## src/rtl/dotprod_seq_if.sv

```systemverilog
// rtl/dotprod_seq_if.sv - command, element and result channels of the dot-product sequencer
interface dotprod_seq_if #(
    parameter int DATA_W = 27,
    parameter int ACC_W  = 64
);
    logic              cmd_valid;
    logic              cmd_ready;
    logic [10:0]       cmd_len;
    logic              cmd_chain;
    logic              in_valid;
    logic              in_ready;
    logic [DATA_W-1:0] in_a;
    logic [DATA_W-1:0] in_b;
    logic              res_valid;
    logic              res_ready;
    logic [ACC_W-1:0]  res_data;
    logic              res_err;

    modport master (
        output cmd_valid, cmd_len, cmd_chain, in_valid, in_a, in_b, res_ready,
        input  cmd_ready, in_ready, res_valid, res_data, res_err
    );

    modport slave (
        input  cmd_valid, cmd_len, cmd_chain, in_valid, in_a, in_b, res_ready,
        output cmd_ready, in_ready, res_valid, res_data, res_err
    );
endinterface

```

## src/rtl/dotprod_seq.sv

```systemverilog
// rtl/dotprod_seq.sv - loads the main kernel's operand arrays, starts it and returns its dot product
// Chained accumulation (seed from the last good result) is built when DOTSEQ_CHAIN_EN is defined.
module dotprod_seq #(
    parameter int ADDR_W = 10,
    parameter int DATA_W = 27,
    parameter int ACC_W  = 64,
    parameter int LIMIT  = 1000
) (
    input  logic              clk,
    input  logic              rst_n,
    dotprod_seq_if.slave      bus,
    output logic              busy,
    output logic              k_r_enable,
    output logic              k_controlArr,
    output logic [ADDR_W-1:0] k_init_i,
    output logic [ACC_W-1:0]  k_init_acc,
    output logic              k_controlArrWEnable_a,
    output logic              k_controlArrWEnable_b,
    output logic [ADDR_W-1:0] k_controlArrAddr_a,
    output logic [ADDR_W-1:0] k_controlArrAddr_b,
    output logic [DATA_W-1:0] k_controlArrWData_a,
    output logic [DATA_W-1:0] k_controlArrWData_b,
    input  logic              k_w_enable,
    input  logic [ACC_W-1:0]  k_result
);
    typedef enum logic [2:0] {IDLE, LOAD, START, RUN, RESP} state_t;

    state_t            state, state_nxt;
    logic [ADDR_W-1:0] base, addr, cmd_base, start_base;
    logic [ACC_W-1:0]  res_data_q, seed;
    logic              res_err_q, cmd_ready_q;
    logic              cmd_fire, in_fire, len_bad, len_zero, last_elem;

    assign cmd_base   = ADDR_W'(LIMIT - 32'(bus.cmd_len));
    assign len_bad    = 32'(bus.cmd_len) > 32'(LIMIT);
    assign len_zero   = (bus.cmd_len == '0);
    assign cmd_fire   = bus.cmd_valid && cmd_ready_q;
    assign in_fire    = (state == LOAD) && bus.in_valid;
    assign last_elem  = (addr == ADDR_W'(LIMIT - 1));
    // A zero-length command enters START straight from IDLE, before base is registered.
    assign start_base = (state == IDLE) ? cmd_base : base;

    assign bus.cmd_ready = cmd_ready_q;
    assign bus.res_data  = res_data_q;
    assign bus.res_err   = res_err_q;

    always_ff @(posedge clk or negedge rst_n) begin
        if (!rst_n) state <= IDLE;
        else        state <= state_nxt;
    end

    always_comb begin
        state_nxt             = state;
        busy                  = (state != IDLE);
        k_controlArr          = (state == LOAD);
        bus.in_ready          = (state == LOAD);
        bus.res_valid         = (state == RESP);
        k_controlArrWEnable_a = in_fire;
        k_controlArrWEnable_b = in_fire;
        k_controlArrAddr_a    = addr;
        k_controlArrAddr_b    = addr;
        k_controlArrWData_a   = bus.in_a;
        k_controlArrWData_b   = bus.in_b;
        case (state)
            IDLE:    if (cmd_fire) state_nxt = len_bad ? RESP : (len_zero ? START : LOAD);
            LOAD:    if (in_fire && last_elem) state_nxt = START;
            START:   state_nxt = RUN;
            RUN:     if (k_w_enable) state_nxt = RESP;
            RESP:    if (bus.res_ready) state_nxt = IDLE;
            default: state_nxt = IDLE;
        endcase
    end

    always_ff @(posedge clk or negedge rst_n) begin
        if (!rst_n) begin
            base        <= '0;
            addr        <= '0;
            res_data_q  <= '0;
            res_err_q   <= 1'b0;
            k_r_enable  <= 1'b0;
            k_init_i    <= '0;
            k_init_acc  <= '0;
            cmd_ready_q <= 1'b0;
        end else begin
            cmd_ready_q <= (state_nxt == IDLE);
            k_r_enable  <= (state_nxt == START);
            if (cmd_fire) begin
                base <= cmd_base;
                addr <= cmd_base;
                if (len_bad) begin
                    res_data_q <= '0;
                    res_err_q  <= 1'b1;
                end
            end
            if (in_fire) addr <= addr + 1'b1;
            if (state_nxt == START) begin
                k_init_i   <= start_base;
                k_init_acc <= seed;
            end
            if (state == RUN && k_w_enable) begin
                res_data_q <= k_result;
                res_err_q  <= 1'b0;
            end
        end
    end

`ifdef DOTSEQ_CHAIN_EN
    logic             chain_q;
    logic [ACC_W-1:0] last_ok_result;

    assign seed = ((state == IDLE) ? bus.cmd_chain : chain_q) ? last_ok_result : '0;

    always_ff @(posedge clk or negedge rst_n) begin
        if (!rst_n) begin
            chain_q        <= 1'b0;
            last_ok_result <= '0;
        end else begin
            if (cmd_fire) chain_q <= bus.cmd_chain;
            if (state == RESP && bus.res_ready && !res_err_q) last_ok_result <= res_data_q;
        end
    end
`else
    logic unused_chain;
    assign unused_chain = bus.cmd_chain;
    assign seed         = '0;
`endif
endmodule

```

## src/flat_wrapper.sv

```systemverilog
// flat-port wrapper written by rule: the top's interface ports become plain ports
module dotprod_seq_flat 
#(
    parameter int ADDR_W = 10,
    parameter int DATA_W = 27,
    parameter int ACC_W  = 64,
    parameter int LIMIT  = 1000
)
  (clk, rst_n, busy, k_r_enable, k_controlArr, k_init_i, k_init_acc, k_controlArrWEnable_a, k_controlArrWEnable_b, k_controlArrAddr_a, k_controlArrAddr_b, k_controlArrWData_a, k_controlArrWData_b, k_w_enable, k_result, bus_cmd_valid, bus_cmd_len, bus_cmd_chain, bus_in_valid, bus_in_a, bus_in_b, bus_res_ready, bus_cmd_ready, bus_in_ready, bus_res_valid, bus_res_data, bus_res_err);
  dotprod_seq_if #(.DATA_W(DATA_W), .ACC_W(ACC_W)) bus_i ();
  input  logic clk;
  input  logic rst_n;
  output logic busy;
  output logic k_r_enable;
  output logic k_controlArr;
  output logic [ADDR_W-1:0] k_init_i;
  output logic [ACC_W-1:0] k_init_acc;
  output logic k_controlArrWEnable_a;
  output logic k_controlArrWEnable_b;
  output logic [ADDR_W-1:0] k_controlArrAddr_a;
  output logic [ADDR_W-1:0] k_controlArrAddr_b;
  output logic [DATA_W-1:0] k_controlArrWData_a;
  output logic [DATA_W-1:0] k_controlArrWData_b;
  input  logic k_w_enable;
  input  logic [ACC_W-1:0] k_result;
  input wire logic [$bits(bus_i.cmd_valid)-1:0] bus_cmd_valid;
  input wire logic [$bits(bus_i.cmd_len)-1:0] bus_cmd_len;
  input wire logic [$bits(bus_i.cmd_chain)-1:0] bus_cmd_chain;
  input wire logic [$bits(bus_i.in_valid)-1:0] bus_in_valid;
  input wire logic [$bits(bus_i.in_a)-1:0] bus_in_a;
  input wire logic [$bits(bus_i.in_b)-1:0] bus_in_b;
  input wire logic [$bits(bus_i.res_ready)-1:0] bus_res_ready;
  output wire logic [$bits(bus_i.cmd_ready)-1:0] bus_cmd_ready;
  output wire logic [$bits(bus_i.in_ready)-1:0] bus_in_ready;
  output wire logic [$bits(bus_i.res_valid)-1:0] bus_res_valid;
  output wire logic [$bits(bus_i.res_data)-1:0] bus_res_data;
  output wire logic [$bits(bus_i.res_err)-1:0] bus_res_err;
  assign bus_i.cmd_valid = bus_cmd_valid;
  assign bus_i.cmd_len = bus_cmd_len;
  assign bus_i.cmd_chain = bus_cmd_chain;
  assign bus_i.in_valid = bus_in_valid;
  assign bus_i.in_a = bus_in_a;
  assign bus_i.in_b = bus_in_b;
  assign bus_i.res_ready = bus_res_ready;
  assign bus_cmd_ready = bus_i.cmd_ready;
  assign bus_in_ready = bus_i.in_ready;
  assign bus_res_valid = bus_i.res_valid;
  assign bus_res_data = bus_i.res_data;
  assign bus_res_err = bus_i.res_err;
  dotprod_seq #(.ADDR_W(ADDR_W), .DATA_W(DATA_W), .ACC_W(ACC_W), .LIMIT(LIMIT)) u_core (.clk(clk), .rst_n(rst_n), .bus(bus_i), .busy(busy), .k_r_enable(k_r_enable), .k_controlArr(k_controlArr), .k_init_i(k_init_i), .k_init_acc(k_init_acc), .k_controlArrWEnable_a(k_controlArrWEnable_a), .k_controlArrWEnable_b(k_controlArrWEnable_b), .k_controlArrAddr_a(k_controlArrAddr_a), .k_controlArrAddr_b(k_controlArrAddr_b), .k_controlArrWData_a(k_controlArrWData_a), .k_controlArrWData_b(k_controlArrWData_b), .k_w_enable(k_w_enable), .k_result(k_result));
endmodule
```

## config.mk

```make
export PLATFORM = sky130hd
export DESIGN_NAME = dotprod_seq_flat
export DESIGN_NICKNAME = d
export VERILOG_FILES = /design/src/rtl/dotprod_seq_if.sv /design/src/rtl/dotprod_seq.sv /design/src/flat_wrapper.sv
export SDC_FILE = /design/constraint.sdc
export NUM_CORES = 1
export LEC_CHECK = 0
export CAP_MARGIN = 20
export CORE_AREA = 2 2 137 139
export CTS_CLUSTER_DIAMETER = 60
export DETAILED_ROUTE_END_ITERATION = 7
export DIE_AREA = 0 0 139 141
export HOLD_SLACK_MARGIN = 0.08
export PLACE_DENSITY_LB_ADDON = 0.1
export SLEW_MARGIN = 20
export SYNTH_ARGS = -nofsm -noshare
export SYNTH_HDL_FRONTEND = slang
export SYNTH_SLANG_ARGS = --single-unit
```

## constraint.sdc

```tcl
create_clock -name clk -period 3.5 [get_ports clk]
set_clock_uncertainty 0.2 [all_clocks]
set_input_delay 0.7 -clock clk [delete_from_list [all_inputs] [get_ports clk]]
set_output_delay 0.7 -clock clk [all_outputs]
set_load 0.02 [all_outputs]
```

==> impl_metrics.yaml <==
synth:
  yosysWarnings: 0
  synthCells: 491
  synthFlopType: "dfrtp_1"
  ys_ff_latch: 100
  async_flop_share_pct: 100
  synth_cell_type_count: 51
  synth_edf_count: 0
  syn_avg_cell_area_um2: 10.6
  syn_area_um2: 5180
  ys_seq_area_share_pct: 48.3
worst_setup_path:
  crit_fanout: 7
  crit_family: "buffers and inverters"
  crit-reg2reg-launch: "u_core.state[2]"
  cp.arrival_ns: 2.19
  crit_chain: "clkdlybuf4s50_1, nand4bb_1, inv_1, clkdlybuf4s50_1"
  timing.critical_path.buf_inv: 3
  worstSetupStartpoint: "bus_in_valid"
  critPathSlowestCell: "clkdlybuf4s50_1"
  required_ns: 2.60
  timing_worst_setup_path_type: "in -> out"
  cp.depth: 4
  slowest_delay_ns: 0.66
  crit_top_cell: "clkdlybuf4s50_1"
  critPathCaptureType: "primary output"
  start_kind: "primary input"
  r2r_cells: 7
global_route:
  grt_pass1_vias: 3710
  antenna_found_initial: 0
  grt_max_degree: 67
  grt_util_all_layers_pct: 13.5
  grt_pass1_wl_um: 20900
  gr-total-overflow: 0
pwr:
  swShare_pct: 35.2
  seqPwrFrac_pct: 39.1
  clkPwrFrac_pct: 28.0
  p_per_area_nw_per_um2: 540
  ir_worst_vdd_mv: 0.378
  intPower_uw: 2390
  switchingPower_uw: 1290
  cellLeakagePower_uw: 0.00306
  finalPower_uw: 3680
  comb_power_share_pct: 32.9
drt:
  num_vias: 3730
  ant_nets: 0
  wl_per_cell_um: 16.1
  drt_first_pass_iters: 4
  drc: 0
  via_per_inst: 4.45
  drt-total-wl_um: 13500
  drtIter0Drc: 167
timing:
  setup_ws_ns: 0.406
  worst_slew_pin_slew_ns: 0.545
  finalSetupTns_ns: 0
  max_freq_ghz: 0.323
  rsz0062_at_grt: "false"
  post-route-min-period_ns: 3.09
  final_hold_viol_count: 0
  finalCritPeriodShare_pct: 88.4
  slew-limit-headroom_pct: 63.7
  setup_viol: 0
  slew_viol_final: 0
final_layout:
  antenna_cells: 0
  final_cells: 839
  fin_util_pct: 37.3
  syn2layout_area_growth_pct: 31.5
  layout-drive-gt1-share_pct: 6.12
  final.fill_count: 1807
  finish.net_count: 738
floorplanning:
  coreArea_um2: 18300
  initial_core_util_pct: 28.4
  row_count: 50
  die_h_um: 141
  fp.dieW_um: 139
  ios: 357
  dieArea_um2: 19600
job:
  maxCapViolations: 0
clock_tree:
  post_cts_buffers: 0
  clk_latency_ns: 0.35
  clock_sinks: 100
  cts-root-buf: "clkbuf_16"
  hold_buffers: 0
  htreeDepth: 3
  cts.repair.resized: 0
  cts_tree: "built"
  clk_pin_slew_ns: 0.07
  clockBufferDepth: 2
  cts_made_buffers: 9
place:
  detailed_place_hpwl_um: 9640
  pre_cts_ws_ns: 0.357
  dp_cells: 823
  gp_congestion: 0.782
  portBuffers: 183
status:
  status: "complete, no violations"
worst_hold_path:
  hold_class: "in -> async"
[registers in the layout (all words and copies together) (netlist names)]
register	cells
u_core.base	10
u_core.bus.cmd_ready	1
u_core.bus.res_data	64
u_core.bus.res_err	1
u_core.k_controlArrAddr_a	10
u_core.k_init_i	10
u_core.k_r_enable	1
u_core.state	3
[power groups by stage]
stage	Sequential (uW)	Clock [uW]	Combinational [uW]
floorplan	1510	0	833
global placement	1450	0	1220
detailed placement	1460	0	1230
CTS	1440	1070	1230
global route	1460	1110	1330
finish	1440	1030	1210
[path summary, 6_finish.rpt]
| kind | end | slack [ns] |
|---|---|---|
| max | k_controlArrWEnable_a | 0.41 |
| min | u_core.k_init_i[8] | 0.13 |
| max reg2reg | u_core.k_init_i[8] | 1.06 |
| min reg2reg | u_core.base[6] | 0.28 |
| max in group asynchronous | u_core.bus.res_data[4] | 2.22 |
| min in group clk | u_core.base[6] | 0.28 |
[synth_stat cells (2+ instances only)]
cell,count,area (um^2)
a221oi_1,2,17.5
nor3b_1,2,15.0
buf_4,136,1020
inv_1,6,22.5
ha_1,2,25.0
mux2_2,3,33.8
dfrtp_1,100,2500
nand4_1,2,12.5
nor3_1,3,15.0
o21ai_0,11,55.1
nor2_1,16,60.1
o211ai_1,6,45.0
xnor2_1,3,26.3
and3_1,4,25.0
nand2b_1,4,25.0
a21o_1,3,22.5
nand3_1,9,45.0
xor2_1,4,35.0
clkbuf_1,8,30.0
nand2_1,54,203
a21oi_1,6,30.0
buf_2,9,45.0
nor4_1,3,18.8
a31oi_1,5,31.3
a22o_1,64,561
[cell usage in the layout (no fill, tap or decap), types with 6 or more instances in the layout]
master,synthesis,layout
clkdlybuf4s50_1,0,182
clkbuf_16,0,9
o211ai_1,6,6
o21ai_0,11,11
nor2_1,16,16
a22o_1,64,64
inv_1,6,6
a21oi_1,6,6
nand2_1,54,54
conb_1,1,64
dfrtp_1,100,100
nand3_1,9,9
[routing by layer]
| layer | global-route usage, % | part of all wire, % | up-vias |
|---|---|---|---|
| met3 | 6.28 | 10 | 21 |
| met5 | 0 | 0 | - |
| li1 | - | - | 1731 |
| met4 | 4.68 | 1.6 | 0 |
| met2 | 20.5 | 46 | 188 |
| met1 | 17.1 | 42 | 1790 |
[logic make-up after synthesis]
group / share of synthesized area [%]
compound gates: 17.0
xor+xnor: 1.18
fa+ha+maj: 0.483
buf+inv: 22.2
flops: 48.3
mux: 0.652
other cells: 0.0724
simple gates: 10.1
[stage by stage]
step           hold slack (ns)  cell area [um^2]
2_1_floorplan            0.204              5420
3_3_place_gp             0.265              6510
3_5_place_dp             0.264              6510
4_1_cts                  0.145              6810
5_1_grt                  0.171              6810
6_report                 0.128              6810
[area by class of cell]
| class | count | area [um^2] | area share, % |
|---|---|---|---|
| sequential | 100 | 2500 | 36.7 |
| timing repair buffer | 190 | 1920 | 28.2 |
| multi-input combinational | 292 | 1770 | 26.0 |
| tap | 234 | 293 | 4.30 |
| clock buffer | 11 | 243 | 3.56 |
| clock inverter | 5 | 60.1 | 0.882 |
| inverter | 7 | 26.3 | 0.386 |
No activity file was read; power rests on OpenSTA's default activity.
